File: src/rtl/pwm_pkg.sv
// Shared types and default sizing for the PWM11 duty sequencer.
package pwm_pkg;

    localparam int PWM_DUTY_W   = 11;
    localparam int PWM_STEP_W   = 6;
    localparam int PWM_OC_LIMIT = 4;
    localparam int PWM_OC_CNT_W = 4;

    typedef enum logic [1:0] {
        ST_IDLE  = 2'd0,
        ST_RUN   = 2'd1,
        ST_STOP  = 2'd2,
        ST_FAULT = 2'd3
    } seq_state_t;

endpackage

File: src/rtl/duty_slew_step.sv
// One slew step of duty toward a target: saturating, never overshoots, and can
// be blocked from increasing while an overcurrent was seen in the period.
module duty_slew_step #(
    parameter int DUTY_W = 11,
    parameter int STEP_W = 6
) (
    input  logic [DUTY_W-1:0] i_cur,
    input  logic [DUTY_W-1:0] i_tgt,
    input  logic [STEP_W-1:0] i_step,
    input  logic              i_inhibit_up,
    output logic [DUTY_W-1:0] o_next
);

    logic [STEP_W-1:0] w_step_nz;
    logic [DUTY_W-1:0] w_step_ext;
    logic [DUTY_W-1:0] w_up_diff;
    logic [DUTY_W-1:0] w_dn_diff;

    // A zero step would stall the ramp forever, so it behaves as one LSB.
    assign w_step_nz  = (i_step == '0) ? STEP_W'(1) : i_step;
    assign w_step_ext = DUTY_W'(w_step_nz);
    assign w_up_diff  = i_tgt - i_cur;
    assign w_dn_diff  = i_cur - i_tgt;

    always_comb begin
        o_next = i_cur;
        if (i_tgt > i_cur) begin
            if (!i_inhibit_up) begin
                o_next = (w_up_diff > w_step_ext) ? (i_cur + w_step_ext) : i_tgt;
            end
        end else if (i_tgt < i_cur) begin
            o_next = (w_dn_diff > w_step_ext) ? (i_cur - w_step_ext) : i_tgt;
        end
    end

endmodule

File: src/rtl/pwm_duty_sequencer.sv
// Soft-start / slew-limited duty sequencer for PWM11 with a cycle-by-cycle
// overcurrent counter that latches FAULT after OC_LIMIT consecutive periods.
module pwm_duty_sequencer
    import pwm_pkg::*;
#(
    parameter int DUTY_W   = PWM_DUTY_W,
    parameter int STEP_W   = PWM_STEP_W,
    parameter int OC_LIMIT = PWM_OC_LIMIT
) (
    input  logic              clk,
    input  logic              rst,
    input  logic              enable,
    input  logic [DUTY_W-1:0] duty_target,
    input  logic [STEP_W-1:0] step,
    input  logic              PWM_synch,
    input  logic              OVR_I,
    input  logic              OVR_I_blank_n,
    input  logic              clr_fault,
    output logic [DUTY_W-1:0] duty,
    output logic              at_target,
    output logic              fault
);

    seq_state_t              r_state;
    logic [DUTY_W-1:0]       r_duty;
    logic                    r_at_target;
    logic                    r_fault;
    logic                    r_oc_seen;
    logic [PWM_OC_CNT_W-1:0] r_oc_cnt;

    logic [DUTY_W-1:0]       w_slew_tgt;
    logic [DUTY_W-1:0]       w_next_duty;
    logic                    w_oc_valid;
    logic [PWM_OC_CNT_W-1:0] w_oc_cnt_inc;
    logic                    w_oc_trip;

    // With enable low the ramp heads to zero, which is the STOP decrement.
    assign w_slew_tgt   = enable ? duty_target : '0;
    assign w_oc_valid   = OVR_I & OVR_I_blank_n;
    assign w_oc_cnt_inc = r_oc_cnt + PWM_OC_CNT_W'(1);
    assign w_oc_trip    = r_oc_seen && (w_oc_cnt_inc == PWM_OC_CNT_W'(OC_LIMIT));

    duty_slew_step #(
        .DUTY_W (DUTY_W),
        .STEP_W (STEP_W)
    ) u_slew (
        .i_cur        (r_duty),
        .i_tgt        (w_slew_tgt),
        .i_step       (step),
        .i_inhibit_up (r_oc_seen),
        .o_next       (w_next_duty)
    );

    always_ff @(posedge clk or posedge rst) begin
        if (rst) begin
            r_state     <= ST_IDLE;
            r_duty      <= '0;
            r_at_target <= 1'b0;
            r_fault     <= 1'b0;
            r_oc_seen   <= 1'b0;
            r_oc_cnt    <= '0;
        end else begin
            case (r_state)
                ST_IDLE: begin
                    r_duty      <= '0;
                    r_oc_seen   <= 1'b0;
                    r_oc_cnt    <= '0;
                    r_fault     <= 1'b0;
                    r_at_target <= 1'b0;
                    if (enable) begin
                        r_state     <= ST_RUN;
                        r_at_target <= (duty_target == '0);
                    end
                end
                ST_RUN, ST_STOP: begin
                    if (PWM_synch) begin
                        if (w_oc_trip) begin
                            // Fault entry wins over both the duty update and enable.
                            r_state     <= ST_FAULT;
                            r_fault     <= 1'b1;
                            r_at_target <= 1'b0;
                            r_oc_seen   <= 1'b0;
                            r_oc_cnt    <= '0;
                        end else begin
                            r_duty    <= w_next_duty;
                            r_oc_cnt  <= r_oc_seen ? w_oc_cnt_inc : '0;
                            r_oc_seen <= w_oc_valid;
                            if (enable) begin
                                r_state     <= ST_RUN;
                                r_at_target <= (w_next_duty == duty_target);
                            end else begin
                                r_at_target <= 1'b0;
                                r_state     <= (w_next_duty == '0) ? ST_IDLE : ST_STOP;
                            end
                        end
                    end else begin
                        r_oc_seen <= r_oc_seen | w_oc_valid;
                        if (enable) begin
                            r_state     <= ST_RUN;
                            r_at_target <= (r_duty == duty_target);
                        end else begin
                            r_at_target <= 1'b0;
                            r_state     <= (r_duty == '0) ? ST_IDLE : ST_STOP;
                        end
                    end
                end
                ST_FAULT: begin
                    r_duty      <= '0;
                    r_at_target <= 1'b0;
                    r_oc_seen   <= 1'b0;
                    r_oc_cnt    <= '0;
                    if (clr_fault && !enable) begin
                        r_state <= ST_IDLE;
                        r_fault <= 1'b0;
                    end
                end
                default: begin
                    r_state <= ST_IDLE;
                end
            endcase
        end
    end

    assign duty      = r_duty;
    assign at_target = r_at_target;
    assign fault     = r_fault;

endmodule
File: config.mk
export PLATFORM = sky130hd
export DESIGN_NAME = pwm_duty_sequencer
export DESIGN_NICKNAME = d
export VERILOG_FILES = /design/src/rtl/pwm_pkg.sv /design/src/rtl/duty_slew_step.sv /design/src/rtl/pwm_duty_sequencer.sv
export SDC_FILE = /design/constraint.sdc
export NUM_CORES = 1
export LEC_CHECK = 0
export BUFFER_PORTS_ARGS = -buffer_cell sky130_fd_sc_hd__buf_4
export CORE_ASPECT_RATIO = 1.2
export CORE_MARGIN = 2
export CORE_UTILIZATION = 60
export CTS_CLUSTER_DIAMETER = 120
export DETAILED_ROUTE_END_ITERATION = 7
export GPL_ROUTABILITY_DRIVEN = 0
export GPL_TIMING_DRIVEN = 1
export PLACE_DENSITY = 0.81
export SLEW_MARGIN = 25
export SYNTH_ARGS = -nofsm -noshare
export SYNTH_HDL_FRONTEND = slang
export SYNTH_HIERARCHICAL = 1
export SYNTH_SLANG_ARGS = --single-unit
File: constraint.sdc
create_clock -name clk -period 14.2 [get_ports clk]
set_clock_uncertainty 0.1 [all_clocks]
set_input_delay 1.42 -clock clk [delete_from_list [all_inputs] [get_ports clk]]
set_output_delay 1.42 -clock clk [all_outputs]
set_load 0.01 [all_outputs]
==> summary.txt, run 1 <==
Worst setup path
  • Worst setup path end: r_state[1]$_DFFE_PP0P_
  • Reg2reg end: r_state[1]$_DFFE_PP0P_
  • CP top delay family: simple AND/OR/NAND/NOR gates
  • Buf/Inv on CP: 3
  • Crit path from: enable
  • CP Data Required Time: 14.23 ns
  • FF-to-FF Start: duty[1]$_DFFE_PP0P_
  • Setup CP Type: in -> reg
  • Crit start category: input port
  • Critical Path Fanout Max: 17
  • Critical path arrival: between 6 and 7 ns
  • CP max stage delay: 0.86 ns
  • R2r setup slk: roughly 8.5 ns
  • Crit-path cells: buf_4 > and2_1 > inv_1 > ha_1 > inv_1 > fa_1 > a21o_1 > a21oi_1 > xnor2_1 > ha_1 > and3_1 > o21a_1 > a2111oi_0 > o2111ai_1 > or4_1 > mux2_1 > o221ai_1 > o21ai_1 > nor4_1 > nand3_1 > nand3_1 > a31oi_1
  • Worst r2r path cells: 18
  • Slowest CP cell: or4_1
  • Critical Path End Type: flop
  • Critical path depth: 22

Clocking
  • Max Root-Sink Buffers: 2
  • CTS sink count: 20
  • Hold-fix buffers at CTS: 0
  • Clock slew at reported path FFs: around 0.07 ns
  • Clk root buf: clkbuf_8
  • Clock Latency Late Sink: between 0.2 and 0.3 ns
  • Post-CTS Setup Inserts: 0
  • Post_cts resized: 0
  • H-tree levels: 1
  • CTS tree: done
  • Cts bufs inserted: 3

Timing
  • Final hold violations: 0
  • Final setup viols: 0
  • Max Freq: roughly 150 MHz
  • Worst-Margin Slew: 0.8535 ns
  • Fin. max-slew vios: 0
  • Slew HR: between 40% and 50%
  • Fin crit share: between 40 and 50%
  • Unrepaired setup endpoints after global routing: false
  • Tmin final: roughly 6.6 ns
  • Setup tns final: 0 ns

Pwr
  • Combinational fraction of design power: about four fifths
  • PD cells: between 150 and 200 nW/µm²
  • Switching power of the nets: 399.6 µW
  • Internal: about 360 µW
  • Clock power share: around 5.8%
  • LEAKAGE: roughly 2.0 nW
  • Sw Ratio: 52.62%
  • Sequential share of power: ~15%
  • Worst vdd ir: between 0.1 and 0.15 mV

Place
  • Placed cell count: between 500 and 600
  • IO buf count: 36
  • Final HPWL DP: 8.390 mm

GRT
  • Overall Global Routing Usage: approximately 31%
  • GR Layer Usage met1: 37.40%
  • First-pass GRT wire length: about 18 mm
  • Met2 Use GR: a little under three fifths
  • Layer with the highest usage: met2
  • Grt met3 use: ~1.6%
  • Remaining Overflow, GRT: 0
  • Largest net degree at the start of global routing: 21
  • Antenna violations before repair: 0
  • Vias in the first global route: roughly 3800

Yosys
  • Number of flops mapped to enable cells by yosys: 0
  • Yosys Warn Count: 6
  • Post-synth ARST share: 100.0%
  • Yosys reg bits: 20
  • Syn nets: about 580
  • Syn_area_per_cell: 7.876 µm²
  • Sequential element share of the synthesized area: about an eighth
  • Count leader, synth: inv_1
  • Cell area after synthesis: between 3000 and 4000 µm²
  • Yosys cell types: 69
  • Synth Instances: about 500
  • Synth Flop Type: dfrtp_1
  • Yosys top cell by area: ha_1
  • Main area contributors after synthesis: ha_1 (15%), dfrtp_1 (13%), mux2i_1 (5.6%)
  • Top post-synthesis cells by count: inv_1 (52), ha_1 (48), a21oi_1 (31), nor2_1 (31), mux2i_1 (22)
  • Share of the synthesized area in the top cell type: between 15 and 20%

Floorplanning
  • Die Ht: roughly 93 µm
  • Die area: around 7200 µm²
  • Initial Utilization: between 60 and 70%
  • Core area: about 6400 µm²
  • I/O pins: 37
  • FP Rows: 32
  • Die Wd: 77.88 µm

Finish
  • Non-Filler Instances: 598
  • Number of nets in the layout: 590
  • Filler cells: between 500 and 600
  • Ant. Diodes: 0
  • Synth-to-Final Area Change: 7.418%
  • Layout cells sized above 1: roughly an eighth

Routing
  • Drt wl/cell: around 18 µm
  • Final wirelength: 10.66 mm
  • TritonRoute pass-1 iters: 5
  • Via count: between 3000 and 4000
  • Initial DRC count: 311
  • DR vias/cell: 6.360
  • Detail Route Antenna Nets: 0
  • # DRC: 0

Min path
  • Min-Delay Path Class: reg -> reg

Run status
  • Status: completed

Flow run
  • Max cap viols: 0
==> placed cells by master, fill, tap and decap left out, drive strengths merged, types with 4 or more instances in the layout <==
cell type	n
inv	52
ha	48
buf	37
a21oi	34
nor2	31
o21ai	24
mux2i	22
nand2	21
xnor2	20
dfrtp	20
xor2	19
and2	15
nor2b	13
nor4	13
nand2b	12
a22o	11
nand3	10
a21o	9
a21boi	9
nand4	6
o21a	6
a31oi	5
a211oi	5
and3	5
o22ai	4
clkbuf	4
nor3	4
fa	4
o211ai	4
==> area by class of cell <==
cell class,count,area [µm²],share of cell area (%)
clock buffers,4,55.05,1.304
inverters,52,195.2,4.624
multi-input cells,400,3087,73.12
flip-flops and latches,20,500.5,11.86
well taps,85,106.4,2.519
repair buffers,37,277.8,6.580
==> routing by layer <==
layer  wire length [µm]  vias up  part of all wire [%]
met1               4546     1835                    43
met3                412       23                   3.9
met2               5421      134                    51
met5                  0        -                     0
met4                275        0                   2.6
li1                   -     1811                     -
==> power by group through the flow <==
stage / clock, mW / sequential, mW / combinational, mW
global placement: 0 / 0.112 / 0.575
floorplan: 0 / 0.102 / 0.467
finish: 0.0441 / 0.113 / 0.603
global route: 0.0463 / 0.116 / 0.663
CTS: 0.0440 / 0.112 / 0.592
detailed placement: 0 / 0.112 / 0.587
==> registers in the layout, summed over array words and instances (netlist names) <==
| register | cells |
|---|---|
| r_state | 2 |
| at_target | 1 |
| duty | 11 |
| fault | 1 |
| r_oc_seen | 1 |
| r_oc_cnt | 4 |
==> logic make-up after synthesis <==
| kind of cell | count (synthesis) | share of synthesized area (%) |
|---|---|---|
| xor gates and xnor gates | 39 | 8.692 |
| buffers and inverters | 79 | 8.723 |
| DFF | 20 | 12.73 |
| AOI/OAI and AO/OA | 138 | 25.22 |
| and+or+nand+nor | 146 | 20.85 |
| adders and majority gates | 52 | 17.32 |
| muxes | 25 | 6.463 |
==> through the flow <==
step	power, mW	util (%)	hold slack, ns	worst slack [ns]	area (µm²)
floorplan	0.5687	-	0.4101	8.355	3930
global placement	0.6868	65.45	0.4132	7.589	4167
detailed placement	0.6991	65.45	0.4131	7.458	4167
CTS	0.7474	66.31	0.4376	7.729	4222
global route	0.8249	66.31	0.4535	7.264	4222
finish	0.7594	66.31	0.4434	7.638	4222
==> worst min-delay path by stage <==
| stage | end | cells after the start | startpoint |
|---|---|---|---|
| after floorplan | r_state[0]$_DFFE_PP0P_ | 1 | r_state[0]$_DFFE_PP0P_ |
| after global placement | fault$_DFFE_PP0P_ | 1 | fault$_DFFE_PP0P_ |
| after detailed placement | fault$_DFFE_PP0P_ | 1 | fault$_DFFE_PP0P_ |
| after CTS | fault$_DFFE_PP0P_ | 1 | fault$_DFFE_PP0P_ |
| after global routing | fault$_DFFE_PP0P_ | 1 | fault$_DFFE_PP0P_ |
| final | fault$_DFFE_PP0P_ | 1 | fault$_DFFE_PP0P_ |
No activity file was read; power rests on OpenSTA's default activity.
==> run 2: changes to the inputs <==
clock period = 6.3 ns   (was 14.2 ns; I/O delays follow)
==> run 2 against run 1 <==
Net effect:
- flip-flop and latch count is the same
- clock power up 120%
- non-clock buffer count is 2 higher
- via count up 0.79%
- critical path type unchanged
- largest cell class unchanged
- largest power group unchanged
==> summary.txt, run 2 (synthesis gave the netlist of run 1 again) <==
Clocking
  • CTS sink count: 20
  • H-tree levels: 1
  • Clk root buf: clkbuf_8
  • Post_cts resized: 0
  • Post-CTS Setup Inserts: 0
  • Cts bufs inserted: 3
  • CTS tree: done
  • Hold-fix buffers at CTS: 0
  • Clock Latency Late Sink: between 0.2 and 0.3 ns
  • Max Root-Sink Buffers: 2
  • Clock slew at reported path FFs: roughly 0.080 ns

Finish
  • Number of nets in the layout: between 500 and 600
  • Most frequent cells in the layout: inv_1 (52), ha_1 (48), buf_4 (39)
  • Layout cells sized above 1: 12.23%
  • Footprint of the multi-input gates: about 3100 µm²
  • Filler cells: around 520
  • Synth-to-Final Area Change: 7.800%
  • Register area: between 500 and 600 µm²
  • Ant. Diodes: 0
  • Non-Filler Instances: 600
  • Most common cell after layout, fill and taps aside: inv_1
  • Cell area after layout: ~4200 µm²
  • Max reg flops: 11

Timing
  • Setup tns final: 0 ns
  • Unrepaired setup endpoints after global routing: false
  • Slew HR: roughly two fifths
  • Fin. max-slew vios: 0
  • Final hold violations: 0
  • Fin crit share: around 91%
  • Tmin final: 5.739 ns
  • Worst-Margin Slew: just over 0.9 ns
  • Final setup viols: 0
  • Max Freq: about 170 MHz

Place
  • Placed cell count: 596
  • IO buf count: 36
  • Placed cell area: 4182 µm²
  • Final HPWL DP: roughly 8.6 mm

GRT
  • Overall Global Routing Usage: ~30%
  • First-pass GRT wire length: 17.65 mm
  • Antenna violations before repair: 0
  • Vias in the first global route: around 3800
  • Remaining Overflow, GRT: 0
  • Largest net degree at the start of global routing: 21

Worst setup path
  • Crit-path cells: buf_4 > and2_1 > inv_1 > ha_1 > inv_1 > fa_1 > a21o_1 > a21oi_1 > xnor2_1 > ha_1 > and3_1 > o21a_1 > a2111oi_0 > o2111ai_1 > or4_1 > mux2i_1 > o221ai_1 > a21boi_1 > xor2_1 > nor4_1 > nand4_1 > o211ai_2
  • Slowest CP cell: or4_1
  • Worst setup path end: at_target$_DFF_PP0_
  • FF-to-FF Start: duty[2]$_DFFE_PP0P_
  • Setup CP Type: in -> reg
  • Reg2reg end: at_target$_DFF_PP0_
  • Critical path arrival: a little under 6 ns
  • Critical Path End Type: flop
  • Crit start category: input port
  • CP max stage delay: roughly 0.88 ns
  • Worst r2r path cells: 21
  • Critical Path Fanout Max: 17
  • Crit path from: enable
  • CP Data Required Time: between 6 and 7 ns
  • R2r setup slk: around 0.73 ns

Routing
  • Drt wl/cell: between 15 and 20 µm
  • # DRC: 0
  • Final wirelength: 10.82 mm
  • TritonRoute pass-1 iters: 5
  • Via count: roughly 3800
  • Initial DRC count: 239
  • Detail Route Antenna Nets: 0
  • DR vias/cell: ~6.4

Min path
  • Min-Delay Path Class: in -> async

Floorplanning
  • Die Wd: between 70 and 80 µm
  • FP Rows: 32
  • Initial Utilization: approximately three fifths
  • Die area: 7216 µm²
  • I/O pins: 37
  • Die Ht: slightly above 90 µm
  • Core area: ~6400 µm²

Flow run
  • Max cap viols: 0

Pwr
  • LEAKAGE: 1.997 nW
  • PD cells: a little over 400 nW/µm²
  • PnR Total Power: around 1.7 mW
  • Worst vdd ir: approximately 0.26 mV

Run status
  • Status: completed
run 2: cell types whose count changed in the layout (fill, tap and decap cells not counted), sizes merged:
| cell | delta |
|---|---|
| buf | +2 |
run 2: where the power goes:
part / leakage (nW) / total [mW] / switching, mW / internal [mW]
Combinational: 1.70 / 1.38 / 0.782 / 0.601
Clock: 0.0288 / 0.0975 / 0.0418 / 0.0556
Sequential: 0.265 / 0.246 / 0.0835 / 0.163
Total: 2.00 / 1.73 / 0.908 / 0.819
run 2: routing by layer:
metal | wire [µm] | share of wire, % | GRT usage [%] | vias up
met5 | 0 | 0 | 0 | -
met4 | 414 | 3.8 | 12.65 | 0
met3 | 518 | 4.8 | 1.072 | 39
met2 | 5452 | 50 | 54.17 | 155
met1 | 4436 | 41 | 37.11 | 1826
li1 | - | - | - | 1813
run 2: area by class of cell:
type | count | share of cell area [%]
Clock buffer | 4 | 1.299
Inverter | 52 | 4.607
Multi-Input combinational cell | 400 | 72.86
Sequential cell | 20 | 11.81
Tap cell | 85 | 2.510
Timing Repair Buffer | 39 | 6.911
run 2: critical path: cells and delay by family:
kind                     cells  cell delay, ns
AO/OA/AOI/OAI                8            1.78
XOR/XNOR                     2            0.27
adder cells (fa/ha/maj)      3            0.84
buffers and inverters        3            0.31
multiplexers                 1            0.22
AND/OR/NAND/NOR              5            1.78
run 2: worst min-delay path by stage:
stage	startpoint	endpoint	cells past startpoint	slack [ns]
global placement	fault$_DFFE_PP0P_	fault$_DFFE_PP0P_	1	0.42
finish	rst	duty[4]$_DFFE_PP0P_	2	0.42
floorplan	r_state[0]$_DFFE_PP0P_	r_state[0]$_DFFE_PP0P_	1	0.41
CTS	rst	duty[4]$_DFFE_PP0P_	2	0.44
detailed placement	fault$_DFFE_PP0P_	fault$_DFFE_PP0P_	1	0.43
global route	fault$_DFFE_PP0P_	fault$_DFFE_PP0P_	1	0.44
run 2: per-stage QoR:
| step | hold WS (ns) | worst slack [ns] | util (%) |
|---|---|---|---|
| global route | 0.4440 | 0.2057 | 66.55 |
| finish | 0.4151 | 0.5615 | 66.55 |
| global placement | 0.4162 | 0.5080 | 65.68 |
| floorplan | 0.4101 | 1.245 | - |
| CTS | 0.4351 | 0.6648 | 66.55 |
| detailed placement | 0.4254 | 0.4228 | 65.68 |
==> run 3: changes to the inputs <==
BUFFER_PORTS_ARGS = -buffer_cell sky130_fd_sc_hd__buf_2   (was -buffer_cell sky130_fd_sc_hd__buf_4)
==> run 3 against run 2 <==
Net effect:
- combinational power about the same
- global-route usage increased by 1.3 points
- die area unchanged
- non-clock buffer count is the same
- setup slack lost 0.030 ns
- total power shrank 0.36%
- clock power is 1% higher
- maximum frequency fell by 0.52%
- critical path type unchanged
- first-iteration DRC count up 21%
- critical path depth unchanged
- cell count stayed put
==> summary.txt, run 3 (synthesis gave the netlist of run 1 again) <==
Run status
  • Status: completed

Worst setup path
  • R2r setup slk: roughly 0.8 ns
  • CP max stage delay: 0.85 ns
  • Critical path arrival: ~5.8 ns
  • Worst r2r path cells: 19
  • Crit start category: input port
  • FF-to-FF Start: duty[0]$_DFFE_PP0P_
  • Crit path from: enable
  • CP Data Required Time: 6.33 ns
  • Critical Path Fanout Max: 17
  • Critical Path End Type: flop
  • Reg2reg end: r_state[1]$_DFFE_PP0P_
  • Setup CP Type: in -> reg
  • Slowest CP cell: or4_1
  • Crit-path cells: buf_2 > and2_1 > inv_1 > ha_1 > inv_1 > fa_1 > a21o_1 > a21oi_1 > xnor2_1 > ha_1 > and3_1 > o21a_1 > a2111oi_0 > o2111ai_1 > or4_1 > mux2_1 > o221ai_1 > o21ai_1 > nor4_1 > nand3_1 > nand3_1 > a31oi_1

Pwr
  • Switching power of the nets: about 920 µW
  • Sequential share of power: 14.3%
  • Worst vdd ir: approximately 0.25 mV
  • PnR Total Power: about 1.7 mW
  • Sw Ratio: 53.32%
  • LEAKAGE: roughly 2 nW
  • Combinational fraction of design power: between 80% and 90%
  • PD cells: slightly above 400 nW/µm²
  • Clock power share: between 5 and 6%
  • Internal: between 800 and 900 µW

Clocking
  • Max Root-Sink Buffers: 2
  • CTS sink count: 20
  • H-tree levels: 1
  • Post-CTS Setup Inserts: 0
  • Hold-fix buffers at CTS: 0
  • Cts bufs inserted: 3
  • Clock Latency Late Sink: 0.26 ns
  • Clock slew at reported path FFs: around 0.07 ns
  • CTS tree: done
  • Clk root buf: clkbuf_8
  • Post_cts resized: 0

Timing
  • Slew HR: between 40% and 50%
  • Fin. max-slew vios: 0
  • Hold Slack: roughly 0.39 ns
  • Max Freq: ~170 MHz
  • Final worst slack: between 0.5 and 0.6 ns
  • Fin crit share: between 90% and 100%
  • Setup tns final: 0 ns
  • Worst-Margin Slew: approximately 0.9 ns
  • Unrepaired setup endpoints after global routing: false
  • Final hold violations: 0
  • Tmin final: a little under 6 ns
  • Final setup viols: 0

Routing
  • Initial DRC count: 290
  • Detail Route Antenna Nets: 0
  • # DRC: 0
  • Via count: 3857
  • DR vias/cell: roughly 6.4
  • TritonRoute pass-1 iters: 5
  • Drt wl/cell: 18.12 µm
  • Final wirelength: around 11 mm

GRT
  • Remaining Overflow, GRT: 0
  • Overall Global Routing Usage: 31.28%
  • Antenna violations before repair: 0
  • Vias in the first global route: about 3800
  • Largest net degree at the start of global routing: 21
  • First-pass GRT wire length: around 18 mm

Finish
  • Most common cell after layout, fill and taps aside: inv_1
  • Number of nets in the layout: between 500 and 600
  • Synth-to-Final Area Change: 5.508%
  • Ant. Diodes: 0
  • Most frequent cells in the layout: inv_1 (52), ha_1 (48), buf_2 (36)
  • Max reg flops: 11
  • Filler cells: roughly 520
  • Non-Filler Instances: 600
  • Final core utilization: 65.13%
  • Layout cells sized above 1: 12.23%
  • Cell area after layout: 4146 µm²

Place
  • IO buf count: 36
  • Post-Place Worst Slack: about 0.37 ns
  • Placed cell area: ~4100 µm²
  • Final HPWL DP: between 8 and 9 mm
  • Placed cell count: 596

Floorplanning
  • FP Rows: 32
  • Die area: about 7200 µm²
  • Die Wd: roughly 78 µm
  • Die Ht: roughly 93 µm
  • Initial Utilization: around 62%
  • I/O pins: 37
  • Core area: roughly 6400 µm²

Flow run
  • Max cap viols: 0

Min path
  • Min-Delay Path Class: in -> async
run 3: power groups by stage:
stage	Combinational (mW)	Clock, mW	Sequential (mW)
after global placement	1.30	0	0.241
final	1.38	0.0987	0.245
after global routing	1.51	0.105	0.250
after CTS	1.35	0.0996	0.241
after detailed placement	1.34	0	0.244
after floorplan	1.05	0	0.229
run 3: final cells by class:
class                      count  area [µm²]  share of cell area (%)
sequential                    20       500.5                   12.07
inverter                      52       195.2                   4.707
clock buffer                   4       55.05                   1.328
multi-input combinational    400        3087                   74.44
timing repair buffer          39       202.7                   4.888
tap                           85       106.4                   2.565
run 3: worst max-delay path by stage:
stage,end,slack (ns),cells past startpoint
2_1_floorplan,at_target$_DFF_PP0_,1.24,23
3_3_place_gp,r_state[1]$_DFFE_PP0P_,0.46,22
3_5_place_dp,r_state[1]$_DFFE_PP0P_,0.37,22
4_1_cts,r_state[1]$_DFFE_PP0P_,0.63,22
5_1_grt,r_state[1]$_DFFE_PP0P_,0.17,22
6_report,r_state[1]$_DFFE_PP0P_,0.53,22
run 3: routing by layer:
| layer | global-route usage (%) | share of wire [%] |
|---|---|---|
| met2 | 57.54 | 51 |
| met5 | 0 | 0 |
| met4 | 13.39 | 3.8 |
| met3 | 1.072 | 5.5 |
| met1 | 37.69 | 40 |
run 3: critical path, delay by kind of cell:
| family | cells | cell delay, ns |
|---|---|---|
| compound gates | 8 | 1.51 |
| xor+xnor | 1 | 0.14 |
| fa+ha+maj | 3 | 0.84 |
| buf+inv | 3 | 0.33 |
| mux | 1 | 0.44 |
| simple gates | 6 | 1.89 |
